[src/rtl/sa_pkg.sv]
// sa_pkg: shared control codes, sequencer state encoding and counter width helpers.
package sa_pkg;
   localparam logic [1:0] CTL_HOLD   = 2'b00;
   localparam logic [1:0] CTL_WR     = 2'b01;
   localparam logic [1:0] CTL_RD     = 2'b10;
   localparam logic [1:0] CTL_CLR    = 2'b11;
   localparam logic [1:0] PE_COMPUTE = 2'b10;

   typedef enum logic [2:0] {
      S_IDLE    = 3'd0,
      S_CLEAR   = 3'd1,
      S_LOAD_W  = 3'd2,
      S_LOAD_IN = 3'd3,
      S_COMPUTE = 3'd4,
      S_DRAIN   = 3'd5,
      S_DONE    = 3'd6
   } state_t;

   function automatic int beat_bits(input int rows, input int cols, input int vector);
      return $clog2((rows > cols ? rows : cols) * vector + 1);
   endfunction

   function automatic int cycle_bits(input int t_len, input int drain);
      return $clog2(t_len + drain + 1);
   endfunction
endpackage

[src/rtl/sa_sequencer_if.sv]
// sa_sequencer_if: host handshake and packed control buses between sequencer and array.
interface sa_sequencer_if #(
   parameter int rows = 4,
   parameter int cols = 4
);
   logic                     start;
   logic                     abort;
   logic                     w_valid;
   logic                     in_valid;
   logic                     w_ready;
   logic                     in_ready;
   logic [rows*cols*2-1:0]   ctlpe;
   logic [rows*2-1:0]        ctlbw;
   logic [cols*2-1:0]        ctlbin;
   logic                     busy;
   logic                     done;
   logic [2:0]               phase;

   modport master (
      output start, abort, w_valid, in_valid,
      input  w_ready, in_ready, ctlpe, ctlbw, ctlbin, busy, done, phase
   );

   modport slave (
      input  start, abort, w_valid, in_valid,
      output w_ready, in_ready, ctlpe, ctlbw, ctlbin, busy, done, phase
   );
endinterface

[src/rtl/sa_skew_decode.sv]
// sa_skew_decode: maps compute cycle t to the skewed read/compute wavefront codes.
module sa_skew_decode
   import sa_pkg::*;
#(
   parameter int rows   = 4,
   parameter int cols   = 4,
   parameter int vector = 4,
   parameter int tw     = 4
) (
   input  logic [tw-1:0]            t,
   output logic [rows*cols*2-1:0]   pe,
   output logic [rows*2-1:0]        bw,
   output logic [cols*2-1:0]        bin
);
   genvar r, c;
   for (r = 0; r < rows; r++) begin : g_r
      assign bw[2*r +: 2] = (int'(t) >= r && int'(t) < r + vector) ? CTL_RD : CTL_HOLD;
      for (c = 0; c < cols; c++) begin : g_c
         assign pe[2*(r*cols+c) +: 2] =
            (int'(t) >= r + c && int'(t) < r + c + vector) ? PE_COMPUTE : CTL_HOLD;
      end
   end
   for (c = 0; c < cols; c++) begin : g_bin
      assign bin[2*c +: 2] = (int'(t) >= c && int'(t) < c + vector) ? CTL_RD : CTL_HOLD;
   end
endmodule

[src/rtl/sa_sequencer.sv]
// sa_sequencer: per-job clear/load/compute/drain sequencer for the systolic array;
// control codes decode combinationally from the registered state and counters.
module sa_sequencer
   import sa_pkg::*;
#(
   parameter int rows   = 4,
   parameter int cols   = 4,
   parameter int vector = 4,
   parameter int drain  = 2
) (
   input logic           clk,
   input logic           rst,
   sa_sequencer_if.slave bus
);
   localparam int t_len  = vector + rows + cols - 2;
   localparam int beat_w = beat_bits(rows, cols, vector);
   localparam int cyc_w  = cycle_bits(t_len, drain);
   localparam logic [beat_w-1:0] w_last = beat_w'(rows * vector - 1);
   localparam logic [beat_w-1:0] i_last = beat_w'(cols * vector - 1);
   localparam logic [cyc_w-1:0]  t_last = cyc_w'(t_len - 1);
   localparam logic [cyc_w-1:0]  d_last = cyc_w'(t_len + drain - 1);

   state_t                   state;
   logic [beat_w-1:0]        beat;
   logic [cyc_w-1:0]         t;
   logic                     w_acc;
   logic                     in_acc;
   logic [rows*cols*2-1:0]   sk_pe;
   logic [rows*2-1:0]        sk_bw;
   logic [cols*2-1:0]        sk_bin;
   logic [rows*2-1:0]        wr_bw;
   logic [cols*2-1:0]        wr_bin;

   sa_skew_decode #(.rows(rows), .cols(cols), .vector(vector), .tw(cyc_w)) u_skew (
      .t   (t),
      .pe  (sk_pe),
      .bw  (sk_bw),
      .bin (sk_bin)
   );

   // The write code follows the live valid so the buffer captures the beat in its own cycle.
   always_comb begin
      w_acc  = state == S_LOAD_W && bus.w_valid;
      in_acc = state == S_LOAD_IN && bus.in_valid;
      wr_bw  = '0;
      wr_bin = '0;
      for (int i = 0; i < rows; i++) wr_bw[2*i +: 2] = int'(beat) / vector == i ? CTL_WR : CTL_HOLD;
      for (int i = 0; i < cols; i++) wr_bin[2*i +: 2] = int'(beat) / vector == i ? CTL_WR : CTL_HOLD;
   end

   assign bus.w_ready  = state == S_LOAD_W;
   assign bus.in_ready = state == S_LOAD_IN;
   assign bus.busy     = state != S_IDLE;
   assign bus.done     = state == S_DONE;
   assign bus.phase    = state;
   assign bus.ctlpe    = state == S_CLEAR ? {rows*cols{CTL_CLR}} : state == S_COMPUTE ? sk_pe : '0;
   assign bus.ctlbw    = state == S_CLEAR ? {rows{CTL_CLR}} : state == S_COMPUTE ? sk_bw :
                         w_acc ? wr_bw : '0;
   assign bus.ctlbin   = state == S_CLEAR ? {cols{CTL_CLR}} : state == S_COMPUTE ? sk_bin :
                         in_acc ? wr_bin : '0;

   // The cycle counter runs straight on from compute into drain.
   always_ff @(posedge clk) begin
      if (rst || bus.abort) begin
         state <= S_IDLE;
         beat  <= '0;
         t     <= '0;
      end else begin
         case (state)
            S_IDLE: if (bus.start) state <= S_CLEAR;
            S_CLEAR: begin
               state <= S_LOAD_W;
               beat  <= '0;
            end
            S_LOAD_W: if (w_acc) begin
               beat  <= beat == w_last ? '0 : beat + 1'b1;
               state <= beat == w_last ? S_LOAD_IN : S_LOAD_W;
            end
            S_LOAD_IN: if (in_acc) begin
               beat  <= beat == i_last ? '0 : beat + 1'b1;
               t     <= '0;
               state <= beat == i_last ? S_COMPUTE : S_LOAD_IN;
            end
            S_COMPUTE: begin
               t     <= t + 1'b1;
               state <= t == t_last ? S_DRAIN : S_COMPUTE;
            end
            S_DRAIN: begin
               t     <= t == d_last ? '0 : t + 1'b1;
               state <= t == d_last ? S_DONE : S_DRAIN;
            end
            S_DONE: state <= S_IDLE;
            default: state <= S_IDLE;
         endcase
      end
   end
endmodule

[src/flat_wrapper.sv]
// flat-port wrapper written by rule: the top's interface ports become plain ports
module sa_sequencer_flat import sa_pkg::*;
#(
   parameter int rows   = 4,
   parameter int cols   = 4,
   parameter int vector = 4,
   parameter int drain  = 2
)
  (clk, rst, bus_start, bus_abort, bus_w_valid, bus_in_valid, bus_w_ready, bus_in_ready, bus_ctlpe, bus_ctlbw, bus_ctlbin, bus_busy, bus_done, bus_phase);
  sa_sequencer_if #(.rows(rows), .cols(cols)) bus_i ();
  input logic clk;
  input logic rst;
  input wire logic [$bits(bus_i.start)-1:0] bus_start;
  input wire logic [$bits(bus_i.abort)-1:0] bus_abort;
  input wire logic [$bits(bus_i.w_valid)-1:0] bus_w_valid;
  input wire logic [$bits(bus_i.in_valid)-1:0] bus_in_valid;
  output wire logic [$bits(bus_i.w_ready)-1:0] bus_w_ready;
  output wire logic [$bits(bus_i.in_ready)-1:0] bus_in_ready;
  output wire logic [$bits(bus_i.ctlpe)-1:0] bus_ctlpe;
  output wire logic [$bits(bus_i.ctlbw)-1:0] bus_ctlbw;
  output wire logic [$bits(bus_i.ctlbin)-1:0] bus_ctlbin;
  output wire logic [$bits(bus_i.busy)-1:0] bus_busy;
  output wire logic [$bits(bus_i.done)-1:0] bus_done;
  output wire logic [$bits(bus_i.phase)-1:0] bus_phase;
  assign bus_i.start = bus_start;
  assign bus_i.abort = bus_abort;
  assign bus_i.w_valid = bus_w_valid;
  assign bus_i.in_valid = bus_in_valid;
  assign bus_w_ready = bus_i.w_ready;
  assign bus_in_ready = bus_i.in_ready;
  assign bus_ctlpe = bus_i.ctlpe;
  assign bus_ctlbw = bus_i.ctlbw;
  assign bus_ctlbin = bus_i.ctlbin;
  assign bus_busy = bus_i.busy;
  assign bus_done = bus_i.done;
  assign bus_phase = bus_i.phase;
  sa_sequencer #(.rows(rows), .cols(cols), .vector(vector), .drain(drain)) u_core (.clk(clk), .rst(rst), .bus(bus_i));
endmodule
[config.mk]
export PLATFORM = sky130hd
export DESIGN_NAME = sa_sequencer_flat
export DESIGN_NICKNAME = d
export VERILOG_FILES = /design/src/rtl/sa_pkg.sv /design/src/rtl/sa_sequencer_if.sv /design/src/rtl/sa_skew_decode.sv /design/src/rtl/sa_sequencer.sv /design/src/flat_wrapper.sv
export SDC_FILE = /design/constraint.sdc
export NUM_CORES = 1
export LEC_CHECK = 0
export ABC_AREA = 1
export BUFFER_PORTS_ARGS = -buffer_cell sky130_fd_sc_hd__buf_2
export CAP_MARGIN = 25
export CORE_UTILIZATION = 45
export CTS_CLUSTER_SIZE = 14
export DETAILED_ROUTE_END_ITERATION = 10
export PLACE_DENSITY = 0.79
export SYNTH_ARGS = -nofsm -noshare
export SYNTH_HDL_FRONTEND = slang
export SYNTH_HIERARCHICAL = 1
export SYNTH_SLANG_ARGS = --single-unit
[constraint.sdc]
create_clock -name clk -period 1.29 [get_ports clk]
set_clock_uncertainty 0.15 [all_clocks]
set_input_delay 0.258 -clock clk [delete_from_list [all_inputs] [get_ports clk]]
set_output_delay 0.258 -clock clk [all_outputs]
set_load 0.03 [all_outputs]
==> reports/summary.md, run 1 <==
When the last timing repair stopped, the worst path ended at bus_ctlbin[7]. A synthesized cell averages 5.43 sq um. The run gives 61 as the number of ports placed on the die boundary. The post-synthesis sequential element count came out at 12. At the end of routability-driven placement, the weighted congestion stood at 0.868. The post-detailed-placement half-perimeter wirelength is 3420 microns, and the starting utilization of the core area is 0.481. The die is 62.4 microns tall. The stage where the run came to a stop is global routing. The share of the yosys chip area belonging to registers was 0.146.

By area the synthesized netlist is led by nand2_1 (30%), buf_4 (21%), dfxtp_1 (15%). The run gives 26 as the distinct cell type count of the synthesized netlist. Synthesis handed over a netlist of 303 instances. The die width is 62.4 microns. After clock tree synthesis, the flow added hold-fix buffers numbering 0.

The most area-hungry cell type in the Yosys netlist is nand2_1. After the last repair the worst path ends at a primary output. The logs give 3 for the number of clock buffers inserted by TritonCTS and -0.421 ns for the post-placement setup slack. During synthesis, Yosys emitted a total of 6 warnings. Share of the synthesized area in the top cell type: 0.297. Entering global routing, the biggest net connects 16 pins. The count of buffers added on input and output ports is 60. Number of H-tree levels: 1. Summing all placed instances gives a cell area of 0.00249 sq mm. The area of the mapped netlist is 0.00164 sq mm. The flow did not finish. After floorplanning, the core was divided into 21 placement rows. The number of sinks driven by the clock tree came out at 12.

The run gives 2 as the number of buffers on the longest clock path. The first error in the log reads "[ERROR DPL-0038] Utilization greater than 100%, impossible to legalize". CTS placed an instance of clkbuf_4 at the clock tree root.
==> metrics by stage <==
stage	instances	setup TNS [ns]	hold slack [ns]
after CTS	448	-27.02	0.202
after detailed placement	425	-16.86	0.450
after global placement	425	-15.48	0.424
after floorplan	326	-12.75	0.313
==> kinds of logic after synthesis <==
| kind of cell | Yosys count | share of synthesized area |
|---|---|---|
| other | 1 | 0.00228 |
| buffers and inverters | 78 | 0.285 |
| DFF | 12 | 0.146 |
| adders and majority gates | 3 | 0.0228 |
| AOI/OAI and AO/OA | 16 | 0.0517 |
| xor gates and xnor gates | 2 | 0.0107 |
| and+or+nand+nor | 191 | 0.481 |
==> timing repair <==
action                                  CTS
resized for setup                       179
pin swaps                                14
endpoints found under the setup margin   67
cloned                                    3
buffers inserted                         18
==> cells in the mapped netlist, drive strengths merged <==
master  number
a21oi        8
and3         1
buf         51
clkbuf       1
conb         1
dfxtp       12
ha           3
inv         26
nand2      134
nand3       17
nand3b       1
nand4        2
nor2        29
nor3         6
nor3b        1
o21ai        7
o22ai        1
xor2         2
==> run 2: changes to the inputs <==
--- a/config.mk
+++ b/config.mk
@@ -8,10 +8,9 @@
 export ABC_AREA = 1
 export BUFFER_PORTS_ARGS = -buffer_cell sky130_fd_sc_hd__buf_2
 export CAP_MARGIN = 25
-export CORE_UTILIZATION = 45
-export CTS_CLUSTER_SIZE = 14
+export CORE_UTILIZATION = 40
 export DETAILED_ROUTE_END_ITERATION = 10
-export PLACE_DENSITY = 0.79
+export PLACE_DENSITY_LB_ADDON = 0.15
 export SYNTH_ARGS = -nofsm -noshare
 export SYNTH_HDL_FRONTEND = slang
 export SYNTH_HIERARCHICAL = 1
==> constraint.sdc (replaced) <==
create_clock -name clk -period 1.7 [get_ports clk]
set_clock_uncertainty 0.15 [all_clocks]
set_input_delay 0.34 -clock clk [delete_from_list [all_inputs] [get_ports clk]]
set_output_delay 0.34 -clock clk [all_outputs]
set_load 0.03 [all_outputs]
==> run 2 against run 1 <==
- the flow now finishes, with violations (negative setup slack)
- synthesized area did not move
- synthesized cell count did not move
==> reports/summary.md, run 2 <==
The vertical extent of the die works out to 66.1 microns (+5.9%). The final-layout fill cell count is 326. The share of the synthesized area in compound gates (AO/OA/AOI/OAI) works out to 0.0518 (unchanged). The register with the highest flop count is u_core/beat. The number of max-capacitance violations reported is 0, and the initial antenna violation count is 0. The run finished, with violations left.

The xor/xnor cell area share of the yosys netlist is 0.0107 (unchanged). The tools report the number of buffers on the longest clock path as 2 (unchanged). Combinational power share: 0.429. The kind of cell adding the most delay to the critical path is simple AND/OR/NAND/NOR gates. The clock insertion delay at the later pin of the skew report was 0.25 ns. The global-route usage over all layers is 0.212.

The post-CTS clock slew at the launch and capture registers of the worst setup and hold paths was 0.05 ns; the internal power summed over all cells was 0.664 mW. Number of H-tree levels: 1 (unchanged). The number of flops mapped to enable cells by yosys was 0 (unchanged). The checks that failed: negative setup slack. The critical path is of the register to output port type. The number of flip-flops under the largest register name works out to 5. The most area-hungry cell type in the Yosys netlist is nand2_1. The starting utilization of the core area came out at 0.433 (-0.0485). The area of the mapped netlist came out at 0.00164 sq mm (unchanged). The share of layout cells above drive strength 1 was 0.426.

Summed over all layers, the routed wires come to 4590 microns. The largest net degree at the start of global routing was 26. The share of the synthesized area in the top cell type was 0.297 (unchanged); the adder-cell share of the synthesized area was 0.0228 (unchanged). Yosys attributes the largest share of cell area to nand2_1 (30%), buf_4 (21%), dfxtp_1 (15%). The critical path contains buffers and inverters numbering 2 combined. The average footprint of a synthesized cell was 5.43 sq um (unchanged); the total congestion overflow after global routing was 0. The switching power is 0.383 mW.

The logs give 0.00259 sq mm for the final design area excluding fillers and 0.920 (+6.0%) for the routability congestion estimate from global placement. Dividing total power by cell area gives a power density of 403 mW/mm^2. The run gives 6 (unchanged) as the Yosys warning count. TritonCTS built the clock tree. The run gives 61 (unchanged) as the number of ports placed on the die boundary. The count of unresolved DRC violations after routing was 0. For the hold violation total from the final report, the log shows 0.

In the layout the commonest cells are nand2_1 (110), buf_6 (39), buf_4 (30), conb_1 (24), nand2_2 (21). The number of sinks driven by the clock tree was 12 (unchanged). Setup violations remaining at the end of the flow were counted as 48. The run gives 0.00192 sq mm (-23%) as the placed cell area. The commonest cells after synthesis are nand2_1 (130), buf_4 (45), nor2_1 (25). The sequential share of power came out at 0.268. At the worst endpoint, the required time is 1.21 ns. The floorplan step defined a core boundary enclosing 0.00380 sq mm.

The simple-gate share of the synthesized area came out at 0.481 (unchanged). Clock tree synthesis selected as its root buffer the cell clkbuf_8. Setup repair after global routing could not meet its margin everywhere. Total of buffers placed on input and output ports: 60 (unchanged). The count of nets left with antenna violations once routing finished came out at 0.

The post-synthesis sequential element count was 12 (unchanged); the post-placement setup slack was -0.0403 ns (+0.381 ns). The most used flip-flop cell after synthesis is dfxtp_1. Relative to the synthesized area, the layout overhead comes to 57.8%. The run gives 0.146 (unchanged) as the share of the yosys chip area belonging to registers. The endpoint kind of the worst setup timing path is an output port. The via count was 1889; the post-route worst setup slack was -0.125 ns.

The first detailed-routing pass took 4 iterations. The detailed router finished its first iteration with 81 violations. After synthesis, the largest family of logic cells by area is simple AND/OR/NAND/NOR gates. The fraction of registers with async set or reset after synthesis works out to 0 (unchanged). In this run the worst hold path is classified as input port to register.

The number of clock buffers inserted by TritonCTS is 3 (unchanged), and the data arrival time of the worst path is 1.33 ns. Post-detailed-placement half-perimeter wirelength: 2780 microns (-19%). Walking the worst path, the cells encountered are nand2_2, nor2_1, nor2_4, buf_6, nand2_1, nand2_2, buf_6. The number of standard-cell rows in the floorplan was 22 (+4.8%). Routed length per instance: 11.1 microns.

For the finished layout, the period the worst path requires is 1.82 ns. The first global-routing pass estimated 7360 microns of wire. The worst-path maximum fanout came out at 5. The worst supply voltage drop on vdd was 0.334 mV; the maximum single-stage delay on the critical path was 0.37 ns.

For the number of standard cells after synthesis, the log shows 303 (unchanged). Mux cell area share after synthesis: 0 (unchanged). Maximum operating frequency: 548 MHz. Switching share of total power: 0.366.

By instance count, the leading cell after synthesis is nand2_1. The via count of the first global-routing pass is 1749, and the die footprint is 0.00437 sq mm. The worst setup path is launched from a register. The analysis attributes to cell leakage a power of 1.45 nW. The final layout net count was 376; the distinct cell type count of the synthesized netlist was 26 (unchanged). The ratio of final minimum period to clock period was 1.07; the average vias per placed instance was 4.56.

The die width was 66.1 microns (+5.9%); the count of antenna diodes in the layout was 0. The tools report the clock group share of total power as 0.303. Leaving out fill and tap cells, the most frequent cell in the layout is nand2_1. The number of max-slew violations in the final report is 0. Among all stages on the critical path, the largest delay is contributed by dfxtp_4.
run 2: tightest hold or removal path, delay by kind of cell:
kind	cells	cell delay [ns]
buffers and inverters	3	0.24
AND/OR/NAND/NOR	2	0.09
run 2: power groups by stage:
stage / Sequential, mW / Combinational (mW) / Clock (mW)
4_1_cts: 0.280 / 0.414 / 0.327
6_report: 0.281 / 0.449 / 0.317
2_1_floorplan: 0.293 / 0.273 / 0
3_5_place_dp: 0.289 / 0.326 / 0
5_1_grt: 0.281 / 0.477 / 0.337
3_3_place_gp: 0.289 / 0.326 / 0
run 2: cells by family after synthesis:
group,Yosys count
XOR/XNOR,2
AND/OR/NAND/NOR,191
adder cells (fa/ha/maj),3
buffers and inverters,78
other,1
flip-flops,12
AO/OA/AOI/OAI,16
run 2: through the flow:
stage	utilization	total power [mW]	hold WS [ns]	setup TNS (ns)	instances
3_5_place_dp	0.505	0.615	0.331	-0.137	396
4_1_cts	0.644	1.02	0.318	-4.00	410
5_1_grt	0.683	1.09	0.356	-7.33	414
2_1_floorplan	-	0.565	0.313	-0.293	326
3_3_place_gp	0.505	0.615	0.326	0	396
6_report	0.683	1.05	0.319	-4.71	414
run 2: path summary, 6_finish.rpt:
path | start | to | slack, ns | depth (start not counted)
setup reg to reg | u_core/bus.phase[2] | u_core/bus.phase[1] | 0.13 | 9
hold / removal | rst | u_core/t[1] | 0.32 | 5
hold reg to reg | u_core/beat[1] | u_core/beat[1] | 0.34 | 2
setup / recovery | u_core/t[1] | bus_ctlpe[19] | -0.12 | 7
run 2: cell type report:
| class | instances | area, sq um | share of cell area |
|---|---|---|---|
| well taps | 48 | 60.1 | 0.0231 |
| multi-input cells | 236 | 1180 | 0.456 |
| clock buffers | 4 | 55.1 | 0.0212 |
| flip-flops and latches | 12 | 265 | 0.102 |
| repair buffers | 88 | 920 | 0.354 |
| inverters | 26 | 113 | 0.0434 |
run 2: timing repair:
action / 4_1_cts / 5_1_grt
cloned: 4 / 2
pin swaps: 3 / 3
endpoints found under the setup margin: 49 / 50
buffers inserted: 6 / 2
hold endpoints to repair: 0 / 0
gates resized for setup: 115 / 25
hold buffers: 0 / 0
run 2: routing by layer:
layer	part of all wire	GRT usage
met3	0.043	0.0190
met5	0	0
met1	0.44	0.252
met2	0.50	0.406
met4	0.0096	0.0479
(Power assumes the default switching activity.)
